[src/rtl/seq_pkg.sv]
// Shared definitions for the instruction sequencer: instruction field layout and FSM states.
package seq_pkg;

    localparam int INSTR_W     = 9;
    localparam int FIELD_W     = 3;
    localparam int SEL_IN_LSB  = 0;
    localparam int SEL_OUT_LSB = 3;
    localparam int OP_LSB      = 6;

    typedef enum logic {IDLE, RUN} seq_state_t;

endpackage

[src/rtl/instr_mem.sv]
// Program store: one register per entry, synchronous write, asynchronous read,
// cleared to zero by reset.
module instr_mem
    import seq_pkg::*;
#(
    parameter int DEPTH = 16,
    parameter int AW    = $clog2(DEPTH)
) (
    input  logic               clk,
    input  logic               rst_n,
    input  logic               wr_en,
    input  logic [AW-1:0]      wr_addr,
    input  logic [INSTR_W-1:0] wr_data,
    input  logic [AW-1:0]      rd_addr,
    output logic [INSTR_W-1:0] rd_data
);

    logic [INSTR_W-1:0] entry [DEPTH];

    generate
        for (genvar gi = 0; gi < DEPTH; gi++) begin : g_entry
            logic [INSTR_W-1:0] data_reg;

            always_ff @(posedge clk or negedge rst_n) begin
                if (!rst_n) begin
                    data_reg <= '0;
                end else if (wr_en && (wr_addr == AW'(gi))) begin
                    data_reg <= wr_data;
                end
            end

            assign entry[gi] = data_reg;
        end
    endgenerate

    assign rd_data = entry[rd_addr];

endmodule

[src/rtl/instruction_sequencer.sv]
// Issues a stored program to instruction_decoder one instruction at a time,
// in free-run (HOLD cycles per entry) or single-step, optionally looping.
module instruction_sequencer
    import seq_pkg::*;
#(
    parameter int DEPTH = 16,
    parameter int AW    = $clog2(DEPTH),
    parameter int HOLD  = 1
) (
    input  logic               clk,
    input  logic               rst_n,
    input  logic               wr_en,
    input  logic [AW-1:0]      wr_addr,
    input  logic [INSTR_W-1:0] wr_data,
    input  logic [AW:0]        prog_len,
    input  logic               start,
    input  logic               step_mode,
    input  logic               step,
    input  logic               loop,
    input  logic               stop,
    output logic [INSTR_W-1:0] instruct,
    output logic               instr_valid,
    output logic [AW-1:0]      pc,
    output logic               busy,
    output logic               done
);

    localparam int            HW          = (HOLD > 1) ? $clog2(HOLD) : 1;
    localparam logic [HW-1:0] HOLD_RELOAD = HW'(HOLD - 1);
    localparam logic [AW:0]   DEPTH_L     = (AW + 1)'(DEPTH);

    seq_state_t         state_reg;
    logic [AW:0]        len_reg;
    logic [AW:0]        cnt_reg;        // entries issued in the current pass
    logic [HW-1:0]      hold_cnt_reg;
    logic               step_mode_reg;
    logic [INSTR_W-1:0] instruct_reg;
    logic [AW-1:0]      pc_reg;
    logic               instr_valid_reg;
    logic               busy_reg;
    logic               done_reg;

    logic [AW:0]        len_clamped;
    logic               at_end;
    logic               advance;
    logic [AW-1:0]      rd_addr;
    logic [INSTR_W-1:0] rd_data;

    instr_mem #(
        .DEPTH (DEPTH),
        .AW    (AW)
    ) u_mem (
        .clk     (clk),
        .rst_n   (rst_n),
        .wr_en   (wr_en && (state_reg == IDLE)),
        .wr_addr (wr_addr),
        .wr_data (wr_data),
        .rd_addr (rd_addr),
        .rd_data (rd_data)
    );

    assign len_clamped = (prog_len > DEPTH_L) ? DEPTH_L : prog_len;
    assign at_end      = (cnt_reg >= len_reg);

    always_comb begin
        advance = 1'b0;
        rd_addr = cnt_reg[AW-1:0];
        // Entry 0 is what a fresh run or a loop wrap needs to see.
        if (state_reg == IDLE || at_end) begin
            rd_addr = '0;
        end
        if (state_reg == RUN && !stop) begin
            advance = step_mode_reg ? step : (hold_cnt_reg == '0);
        end
    end

    always_ff @(posedge clk or negedge rst_n) begin
        if (!rst_n) begin
            state_reg       <= IDLE;
            len_reg         <= '0;
            cnt_reg         <= '0;
            hold_cnt_reg    <= '0;
            step_mode_reg   <= 1'b0;
            instruct_reg    <= '0;
            pc_reg          <= '0;
            instr_valid_reg <= 1'b0;
            busy_reg        <= 1'b0;
            done_reg        <= 1'b0;
        end else begin
            instr_valid_reg <= 1'b0;
            done_reg        <= 1'b0;
            case (state_reg)
                IDLE: begin
                    if (start && !stop && (len_clamped != '0)) begin
                        state_reg     <= RUN;
                        busy_reg      <= 1'b1;
                        len_reg       <= len_clamped;
                        step_mode_reg <= step_mode;
                        cnt_reg       <= '0;
                        if (!step_mode) begin
                            instruct_reg    <= rd_data;
                            pc_reg          <= '0;
                            instr_valid_reg <= 1'b1;
                            hold_cnt_reg    <= HOLD_RELOAD;
                            cnt_reg         <= (AW + 1)'(1);
                        end
                    end
                end
                RUN: begin
                    if (stop) begin
                        state_reg <= IDLE;
                        busy_reg  <= 1'b0;
                    end else if (advance) begin
                        if (!at_end || (loop && !step_mode_reg)) begin
                            instruct_reg    <= rd_data;
                            pc_reg          <= rd_addr;
                            instr_valid_reg <= 1'b1;
                            hold_cnt_reg    <= HOLD_RELOAD;
                            cnt_reg         <= {1'b0, rd_addr} + (AW + 1)'(1);
                        end else if (loop) begin
                            // Single-step wrap consumes the step without issuing.
                            cnt_reg <= '0;
                        end else begin
                            state_reg <= IDLE;
                            busy_reg  <= 1'b0;
                            done_reg  <= 1'b1;
                        end
                    end else if (!step_mode_reg) begin
                        hold_cnt_reg <= hold_cnt_reg - HW'(1);
                    end
                end
                default: state_reg <= IDLE;
            endcase
        end
    end

    assign instruct    = instruct_reg;
    assign instr_valid = instr_valid_reg;
    assign pc          = pc_reg;
    assign busy        = busy_reg;
    assign done        = done_reg;

endmodule
[config.mk]
export PLATFORM = sky130hd
export DESIGN_NAME = instruction_sequencer
export DESIGN_NICKNAME = d
export VERILOG_FILES = /design/src/rtl/seq_pkg.sv /design/src/rtl/instr_mem.sv /design/src/rtl/instruction_sequencer.sv
export SDC_FILE = /design/constraint.sdc
export NUM_CORES = 1
export LEC_CHECK = 0
export CAP_MARGIN = 20
export CORE_UTILIZATION = 45
export CTS_BUF_LIST = sky130_fd_sc_hd__clkbuf_4 sky130_fd_sc_hd__clkbuf_8 sky130_fd_sc_hd__clkbuf_16
export DETAILED_ROUTE_END_ITERATION = 8
export DONT_BUFFER_PORTS = 1
export PLACE_DENSITY = 0.64
export SETUP_SLACK_MARGIN = 0.15
export SLEW_MARGIN = 20
export SYNTH_ARGS = -nofsm -noshare
export SYNTH_HDL_FRONTEND = slang
export SYNTH_SLANG_ARGS = --single-unit
export TNS_END_PERCENT = 1
[constraint.sdc]
create_clock -name clk -period 4.2 [get_ports clk]
set_input_delay 0.42 -clock clk [delete_from_list [all_inputs] [get_ports clk]]
set_output_delay 0.42 -clock clk [all_outputs]
set_load 0.1 [all_outputs]
==> results of run 1 <==
==> placed cells by master, fill, tap and decap left out, types with 8 or more instances in the layout <==
cell type / instances
mux2i_1: 34
inv_1: 8
nand3_1: 9
a21oi_1: 19
o21ai_0: 26
mux2_2: 150
clkbuf_16: 17
o2111ai_1: 9
nor2_1: 15
nand2_1: 65
a211oi_1: 11
dfrtp_1: 173
==> routing by layer <==
metal	GRT usage, %	part of all wire [%]	vias to the layer above
met5	0	0	-
met4	7.59	1.8	0
met3	6.63	5.7	24
met2	34.5	47	128
met1	29.6	46	2614
li1	-	-	2366
==> cell usage after synthesis (2+ instances only) <==
| cell type | instances |
|---|---|
| buf_2 | 15 |
| a211oi_2 | 2 |
| nor3_2 | 2 |
| o2111ai_1 | 9 |
| a2111o_1 | 7 |
| nand2_1 | 65 |
| o31ai_1 | 3 |
| nor3b_1 | 5 |
| a2bb2oi_1 | 7 |
| and3_1 | 2 |
| o21ai_0 | 26 |
| a21oi_1 | 19 |
| nand3_1 | 9 |
| a211o_1 | 2 |
| a221oi_1 | 2 |
| o21ai_2 | 2 |
| nand4_1 | 3 |
| and2_1 | 5 |
| nand2b_1 | 6 |
| a22oi_1 | 7 |
| nor2b_1 | 7 |
| a211oi_1 | 11 |
| ha_1 | 6 |
| nor2_1 | 15 |
| nor3_1 | 5 |
| nor2_2 | 2 |
| mux2_2 | 150 |
| buf_1 | 3 |
| o21a_1 | 2 |
| a21o_1 | 3 |
| clkbuf_1 | 20 |
| mux2i_1 | 34 |
| dfrtp_1 | 173 |
| inv_1 | 8 |
| mux2_1 | 7 |
| nand3b_1 | 2 |
==> cell families (layout without fill, tap and decap cells) <==
| family | count (synthesis) | count (layout) | share of synthesized area, % |
|---|---|---|---|
| flip-flops | 173 | 173 | 53.1 |
| XOR/XNOR | 1 | 1 | 0.108 |
| multiplexers | 192 | 192 | 26.2 |
| adder cells (fa/ha/maj) | 6 | 6 | 0.921 |
| buffers and inverters | 48 | 45 | 2.53 |
| AO/OA/AOI/OAI | 107 | 107 | 9.32 |
| AND/OR/NAND/NOR | 132 | 132 | 7.83 |
==> power groups by stage <==
stage | sequential, mW | clock [mW] | combinational (mW)
after floorplan | 2.68 | 0 | 0.897
after global placement | 2.78 | 0 | 1.04
after detailed placement | 2.80 | 0 | 1.08
after CTS | 2.77 | 1.69 | 1.08
after global routing | 2.83 | 1.77 | 1.18
final | 2.77 | 1.66 | 1.08
==> worst paths after layout <==
kind	slack, ps	cells after the start	from	endpoint
max	1210	7	cnt_reg[1]	pc[1]
min	-320	0	rst_n	cnt_reg[4]
max reg2reg	1210	7	cnt_reg[1]	pc[1]
min reg2reg	480	2	len_reg[3]	len_reg[3]
max in group asynchronous	4290	0	rst_n	u_mem.g_entry[15].data_reg[2]
min in group clk	50	1	loop	done
==> metrics by stage <==
stage | setup slack (ps) | hold slack [ps] | power, mW | util [%]
detailed placement | 1220 | 130 | 3.88 | 47.5
floorplan | 1710 | 124 | 3.58 | -
CTS | 1200 | -334 | 5.55 | 51.1
finish | 1210 | -318 | 5.51 | 51.1
global route | 973 | -340 | 5.77 | 51.1
global placement | 1300 | 130 | 3.82 | 47.5
==> area by class of cell <==
type                       count  area, um^2
inverter                       9        33.8
multi-input combinational    438        3610
sequential                   173        4330
timing repair buffer           5        37.5
clock buffer                  26         531
fill                        1504        8550
clock inverter                 5         103
tap                          225         282
==> impl_metrics.env, run 1 <==
export IMPL_status="finished with violations"
export IMPL_violations="hold timing"
export IMPL_layout_cells_non_filler=881
export IMPL_worst_pin_slew_ps=1110
export IMPL_switchingPower_mw=1.81
export IMPL_synth_async_sr_flop_share_pct=100
export IMPL_grt_ovfl_total=0
export IMPL_cp_top_family="simple AND/OR/NAND/NOR gates"
export IMPL_dr_total_vias=5132
export IMPL_dieArea_um2=18600
export IMPL_clock_latency_ps=430
export IMPL_drt_iter0_drc=400
export IMPL_grtUsageTotal_pct=22.2
export IMPL_ys_top_cells_by_area="dfrtp_1 53%, mux2_2 21%, mux2i_1 4.2%"
export IMPL_place_area_um2=8290
export IMPL_area_delta_synth_final_pct=9.57
export IMPL_post_drt_wl_per_cell_um=21.5
export IMPL_dieHeight_um=137
export IMPL_grt_start_max_net_pins=174
export IMPL_largest_reg_flops=144
export IMPL_fin_crit_ps=2990
export IMPL_num_antenna_cells=0
export IMPL_seqPwrFrac_pct=50.3
export IMPL_clock_path_buffers=2
export IMPL_clock_fmax_mhz=334
export IMPL_critPathRequiredTime_ps=4510
export IMPL_syn_num_nets=691
export IMPL_ys_types=49
export IMPL_rsz0062_at_grt="false"
export IMPL_max_cap_viol_count=0
export IMPL_routed_wl_um=18900
export IMPL_pwr_density_cell_nw_per_um2=617
export IMPL_p_clk_share_pct=30.2
export IMPL_drcViolationCount=0
export IMPL_netSwitchingFraction_pct=32.8
export IMPL_cts_setup_buffers=0
export IMPL_finalHoldViolCount=173
export IMPL_nets=676
export IMPL_crit_slowest_cell="nor3_4"
export IMPL_die_w_um=137
export IMPL_p_int_mw=3.70
export IMPL_min_delay_path_class="input pin to asynchronous set/reset pin"
export IMPL_core_um2=17500
export IMPL_crit_type="flop to flop"
export IMPL_ir_drop_v=0.000355
export IMPL_dpl_hpwl_um=12900
export IMPL_crit_buf_inv=1
export IMPL_antenna_found_initial=0
export IMPL_num_rows=48
export IMPL_final_area_um2=8930
export IMPL_slew_headroom_pct=25.6
export IMPL_cts_num_sinks=173
export IMPL_leakage_nw=3.83
export IMPL_via_per_inst=5.83
export IMPL_ioPinCount=42
export IMPL_cts_tree="done"
export IMPL_yosys_warnings=0
export IMPL_ys_ff_latch=173
export IMPL_ys_flop_type="dfrtp_1"
export IMPL_drive_above_1_share_pct=30.0
export IMPL_end_kind="flop"
export IMPL_syn_area_per_cell_um2=12.4
export IMPL_cp_max_fo=19
export IMPL_synth_top_area_cell="dfrtp_1"
export IMPL_cts_resized=0
export IMPL_worst_ep_arrival_time_ps=3310
export IMPL_grt_pass1_wl_um=30500
export IMPL_combPwrFrac_pct=19.6
export IMPL_cp_start_kind="flop"
export IMPL_dp_cells=850
export IMPL_finalSetupTns_ps=0
export IMPL_syn_inst=659
export IMPL_skew_ps=9.21
export IMPL_ant_nets=0
export IMPL_h_tree_depth=4
export IMPL_period_share_pct=71.3
export IMPL_clk_pin_slew_ps=60
export IMPL_crit_chain="ha_1 -> nand2_1 -> o21ai_2 -> a211oi_2 -> nor3_4 -> inv_2 -> mux2_1"
export IMPL_maxSlewViolCount=0
export IMPL_cts_buffers=17
export IMPL_syn_area_um2=8150
export IMPL_root_buffer="clkbuf_16"
export IMPL_synth_edf_count=0
export IMPL_setup_viol=0
export IMPL_start_util_pct=46.6
export IMPL_grt_pass1_vias=5488
export IMPL_yosysSeqAreaShare_pct=53.1
export IMPL_gp_congestion=0.807
export IMPL_yosysTopAreaCellShare_pct=53.1
export IMPL_dr_pass1_iters=6
export IMPL_io_buffers=0
export IMPL_critPathMaxStageDelay_ps=700
export IMPL_holdWs_ps=-318
No activity file was read; power rests on OpenSTA's default activity.
==> run 2: changes to the inputs <==
--- a/config.mk
+++ b/config.mk
@@ -10,7 +10,7 @@
 export CTS_BUF_LIST = sky130_fd_sc_hd__clkbuf_4 sky130_fd_sc_hd__clkbuf_8 sky130_fd_sc_hd__clkbuf_16
 export DETAILED_ROUTE_END_ITERATION = 8
 export DONT_BUFFER_PORTS = 1
-export PLACE_DENSITY = 0.64
+export PLACE_DENSITY = 0.66
 export SETUP_SLACK_MARGIN = 0.15
 export SLEW_MARGIN = 20
 export SYNTH_ARGS = -nofsm -noshare
==> constraint.sdc (replaced) <==
create_clock -name clk -period 2.6 [get_ports clk]
set_input_delay 0.26 -clock clk [delete_from_list [all_inputs] [get_ports clk]]
set_output_delay 0.26 -clock clk [all_outputs]
set_load 0.1 [all_outputs]
==> run 2 against run 1 <==
  * The run still ends with hold timing left
  * Via count increased by 6.5%
  * Sequential cell count unchanged
  * Clock skew decreased by 1.6 ps
  * Sequential share of layout area decreased by 1.8 points
  * Design area increased by 3.9%
  * Clock-buffer cell count decreased by 9
  * Maximum frequency increased by 28%
  * Largest cell class unchanged
  * Largest power group unchanged
  * Highest routed layer is now met5
==> impl_metrics.env, run 2 (synthesis gave the netlist of run 1 again) <==
export IMPL_cp_top_family="simple AND/OR/NAND/NOR gates"
export IMPL_area_delta_synth_final_pct=13.8
export IMPL_core_um2=17500
export IMPL_grt_pass1_wl_um=32000
export IMPL_end_kind="flop"
export IMPL_grt_start_max_net_pins=174
export IMPL_clock_path_buffers=2
export IMPL_r2r_cells=7
export IMPL_clk_pin_slew_ps=70
export IMPL_pwr_density_cell_nw_per_um2=960
export IMPL_drive_above_1_share_pct=33.1
export IMPL_dr_pass1_iters=7
export IMPL_grt_pass1_vias=5868
export IMPL_crit_type="flop to flop"
export IMPL_ant_nets=0
export IMPL_clock_fmax_mhz=429
export IMPL_largest_reg_flops=144
export IMPL_setup_viol=0
export IMPL_die_w_um=137
export IMPL_cp_start_kind="flop"
export IMPL_final_common_cell="dfrtp_1"
export IMPL_dr_total_vias=5465
export IMPL_ir_drop_v=0.000678
export IMPL_grtUsageTotal_pct=23.0
export IMPL_dieArea_um2=18600
export IMPL_cts_buffers=17
export IMPL_finalSetupTns_ps=0
export IMPL_crit_slowest_cell="or3_4"
export IMPL_antenna_found_initial=2
export IMPL_dpl_hpwl_um=13000
export IMPL_cts_tree="done"
export IMPL_status="finished with violations"
export IMPL_slew_headroom_pct=34.9
export IMPL_rsz0062_at_grt="true"
export IMPL_num_rows=48
export IMPL_routed_wl_um=19600
export IMPL_critPathRequiredTime_ps=2900
export IMPL_period_share_pct=89.7
export IMPL_skew_ps=7.64
export IMPL_violations="hold timing"
export IMPL_io_buffers=0
export IMPL_dp_cells=880
export IMPL_maxSlewViolCount=0
export IMPL_worst_ep_arrival_time_ps=2630
export IMPL_grt_ovfl_total=0
export IMPL_finalHoldViolCount=173
export IMPL_nFillCells=1515
export IMPL_leakage_nw=4.02
export IMPL_gp_congestion=0.829
export IMPL_ioPinCount=42
export IMPL_critPathMaxStageDelay_ps=440
export IMPL_h_tree_depth=4
export IMPL_via_per_inst=5.88
export IMPL_crit_chain="ha_1 -> a21oi_1 -> nand2_1 -> a21o_1 -> or3_4 -> o2111ai_1 -> nand3_1"
export IMPL_cts_num_sinks=173
export IMPL_holdWs_ps=-462
export IMPL_fin_crit_ps=2330
export IMPL_root_buffer="clkbuf_16"
export IMPL_max_cap_viol_count=0
export IMPL_post_drt_wl_per_cell_um=21.1
export IMPL_dieHeight_um=137
export IMPL_fin_util_pct=53.1
export IMPL_cts_setup_buffers=0
export IMPL_layout_cells_non_filler=929
export IMPL_start_util_pct=46.6
export IMPL_crit_buf_inv=0
export IMPL_final_cell_mix="173 x dfrtp_1, 150 x mux2_2, 65 x nand2_1"
export IMPL_min_delay_path_class="input pin to asynchronous set/reset pin"
export IMPL_cp_max_fo=7
export IMPL_drt_iter0_drc=545
export IMPL_holdBufCountCts=16
export IMPL_worst_pin_slew_ps=976
export IMPL_clock_latency_ps=430
export IMPL_nets=722
export IMPL_cp_num_cells=7
export IMPL_drcViolationCount=0
[run 2: changes by cell type in the layout (fill, tap and decap cells not counted), moves of 2 or more]
cell	change
and2_2	+2
clkbuf_4	-3
clkinv_4	+2
inv_8	+3
buf_4	+30
inv_6	+6
dlygate4sd3_1	+16
bufinv_16	-2
and2_1	-2
clkbuf_8	-6
[run 2: timing repair]
action | CTS | global route
gates resized for setup | 1 | 3
endpoints found under the setup margin | 1 | 9
hold endpoints to repair | 325 | 173
[run 2: routing by layer]
layer  routed length [um]  vias up  global-route usage, %
li1                     -     2465                      -
met1                 8860     2846                   30.9
met2                 9580      131                   37.4
met3                  944       21                   5.30
met4                  244        2                   5.86
met5                   10        -                      0
[run 2: worst paths after layout]
path / from / end / slack (ps)
worst max register to register: cnt_reg[4] / instruct[1] / 270
max in group asynchronous: rst_n / instruct[4] / 2860
worst min register to register: len_reg[4] / len_reg[4] / 490
min in group clk: prog_len[4] / len_reg[2] / 20
worst min-delay path: rst_n / u_mem.g_entry[10].data_reg[8] / -460
worst max-delay path: cnt_reg[4] / instruct[1] / 270
[run 2: metrics by stage]
stage	setup slack, ps	cell area, um^2	power (mW)	hold slack [ps]
global route	134	9270	9.33	-489
floorplan	150	8150	5.79	-35.6
global placement	269	8520	6.26	-25.5
CTS	179	9260	8.93	-483
finish	268	9270	8.90	-462
detailed placement	176	8520	6.38	-25.4
[run 2: report_power, final]
group          leakage [nW]  total [mW]  switching (mW)  internal [mW]
Combinational          1.56        2.35            1.33           1.02
Sequential             2.17        4.06           0.651           3.40
Clock                 0.285        2.50            1.14           1.36
[run 2: cell type report]
type	instances	area [um^2]	share of cell area, %
antenna	1	2.50	0.0270
sequential	173	4330	46.7
clock inverter	15	151	1.63
multi-input combinational	438	3630	39.1
tap	225	282	3.04
inverter	9	33.8	0.364
timing repair buffer	51	423	4.56
clock buffer	17	425	4.59
==> run 3: changes to the inputs <==
--- a/config.mk
+++ b/config.mk
@@ -6,11 +6,11 @@
 export NUM_CORES = 1
 export LEC_CHECK = 0
 export CAP_MARGIN = 20
-export CORE_UTILIZATION = 45
+export CORE_UTILIZATION = 57
 export CTS_BUF_LIST = sky130_fd_sc_hd__clkbuf_4 sky130_fd_sc_hd__clkbuf_8 sky130_fd_sc_hd__clkbuf_16
 export DETAILED_ROUTE_END_ITERATION = 8
 export DONT_BUFFER_PORTS = 1
-export PLACE_DENSITY = 0.66
+export PLACE_DENSITY = 0.79
 export SETUP_SLACK_MARGIN = 0.15
 export SLEW_MARGIN = 20
 export SYNTH_ARGS = -nofsm -noshare
==> run 3 against run 2 <==
  * The flow still finishes with violations (hold timing)
  * Utilization is 13 points higher
  * Sequential cell count is the same
  * First-iteration DRC count up 18%
  * Highest routed layer is now met4
==> impl_metrics.env, run 3 (synthesis gave the netlist of run 1 again) <==
export IMPL_status="finished with violations"
export IMPL_violations="hold timing"
export IMPL_netSwitchingFraction_pct=33.9
export IMPL_final_common_cell="dfrtp_1"
export IMPL_ioPinCount=42
export IMPL_grt_pass1_vias=5686
export IMPL_final_cell_mix="173 x dfrtp_1, 150 x mux2_2, 64 x nand2_1"
export IMPL_gp_congestion=0.957
export IMPL_worst_pin_slew_ps=974
export IMPL_combPwrFrac_pct=21.8
export IMPL_power_mw=9.00
export IMPL_fin_crit_ps=2380
export IMPL_wl_met3_um=1140
export IMPL_rr_startpoint="len_reg[2]"
export IMPL_preCtsSetupSlack_ps=264
export IMPL_ant_nets=0
export IMPL_drive_above_1_share_pct=31.6
export IMPL_drt_iter0_drc=643
export IMPL_period_share_pct=91.5
export IMPL_cts_tree="done"
export IMPL_p_int_mw=5.95
export IMPL_wl_met2_um=9550
export IMPL_fin_util_pct=65.6
export IMPL_place_area_um2=8350
export IMPL_area_delta_synth_final_pct=12.2
export IMPL_clock_fmax_mhz=420
export IMPL_cts_buffers=17
export IMPL_switchingPower_mw=3.05
export IMPL_largest_reg_flops=144
export IMPL_dr_pass1_iters=5
export IMPL_start_util_pct=58.5
export IMPL_critPathRequiredTime_ps=2910
export IMPL_max_cap_viol_count=0
export IMPL_post_drt_wl_per_cell_um=22.5
export IMPL_cp_max_fo=14
export IMPL_routed_wl_um=19500
export IMPL_num_rows=43
export IMPL_min_delay_path_class="input pin to asynchronous set/reset pin"
export IMPL_core_um2=13900
export IMPL_grt_ovfl_total=0
export IMPL_dr_total_vias=5605
export IMPL_holdBufCountCts=16
export IMPL_rsz0062_at_grt="false"
export IMPL_worst_ep_arrival_time_ps=2690
export IMPL_drt_met1_wl_um=8190
export IMPL_clock_latency_ps=430
export IMPL_dpl_hpwl_um=12600
export IMPL_drcViolationCount=0
export IMPL_cts_setup_buffers=0
export IMPL_num_antenna_cells=0
export IMPL_seqPwrFrac_pct=48.9
export IMPL_die_w_um=122
export IMPL_ir_drop_v=0.000754
export IMPL_crit_type="flop to flop"
export IMPL_p_clk_share_pct=29.3
export IMPL_r2r_cells=8
export IMPL_grt_start_max_net_pins=174
export IMPL_rr_endpoint="pc[1]"
export IMPL_nets=707
export IMPL_clock_path_buffers=2
export IMPL_leakage_nw=3.96
export IMPL_pwr_density_cell_nw_per_um2=985
export IMPL_io_buffers=0
export IMPL_route_top_layer_used="met4"
export IMPL_root_buffer="clkbuf_16"
export IMPL_finalSetupTns_ps=0
export IMPL_holdWs_ps=-473
export IMPL_h_tree_depth=4
export IMPL_maxSlewViolCount=0
export IMPL_grtUsageTotal_pct=28.3
export IMPL_via_per_inst=6.46
export IMPL_cp_start_kind="flop"
export IMPL_grt_pass1_wl_um=31000
export IMPL_antenna_found_initial=0
export IMPL_slew_headroom_pct=35.1
export IMPL_dieHeight_um=122
export IMPL_setup_viol=0
export IMPL_final_area_um2=9140
export IMPL_layout_cells_non_filler=867
export IMPL_skew_ps=8.85
export IMPL_finalHoldViolCount=173
export IMPL_dieArea_um2=14800
export IMPL_setup_slack_ps=221
export IMPL_clk_pin_slew_ps=60
export IMPL_cts_num_sinks=173
export IMPL_ff2ff_setup_slack_ps=220
export IMPL_end_kind="flop"
export IMPL_dp_cells=820
[run 3: cell types whose count changed in the layout (fill, tap and decap cells not counted), moves of 2 or more]
cell,change
and2_1,+2
inv_6,-6
a21oi_1,-2
clkbuf_8,+4
and2_2,-2
buf_4,-15
a21oi_2,+2
inv_8,-3
bufinv_16,+2
[run 3: metal layers]
| layer | global-route usage (%) | vias up |
|---|---|---|
| li1 | - | 2424 |
| met4 | 12.9 | 0 |
| met1 | 36.7 | 2873 |
| met2 | 45.6 | 249 |
| met5 | 0 | - |
| met3 | 5.99 | 59 |
[run 3: what timing repair did]
action,CTS,global route
resized for setup,0,5
hold endpoints to repair,323,173
endpoints found under the setup margin,0,13
[run 3: critical path, cell delays in order, from the launching register on]
cell      delay [ps]
dfrtp_1          340
inv_1             50
ha_1             300
a21oi_1          250
o21ai_2          180
a211oi_2         430
nor3_4           100
inv_2            250
mux2_1           360
[run 3: power by group through the flow]
stage | Clock, mW | Combinational [mW] | Sequential, mW
6_report | 2.64 | 1.96 | 4.40
5_1_grt | 2.78 | 2.12 | 4.48
4_1_cts | 2.67 | 1.94 | 4.39
3_5_place_dp | 0 | 1.86 | 4.43
3_3_place_gp | 0 | 1.79 | 4.38
2_1_floorplan | 0 | 1.45 | 4.34
[run 3: worst max-delay path by stage]
stage / start / to / slack [ps] / depth (start not counted)
detailed placement: len_reg[2] / pc[1] / 260 / 8
CTS: len_reg[2] / pc[1] / 240 / 8
global route: len_reg[2] / pc[0] / 170 / 8
global placement: len_reg[4] / cnt_reg[2] / 290 / 10
finish: len_reg[2] / pc[1] / 220 / 8
floorplan: cnt_reg[0] / instruct[5] / 150 / 11
[run 3: area by class of cell]
type,count,area (um^2)
Clock buffer,21,480
Clock inverter,10,138
Timing Repair Buffer,36,310
Inverter,9,33.8
Tap cell,180,225
Multi-Input combinational cell,438,3630
Fill cell,993,4790
Sequential cell,173,4330
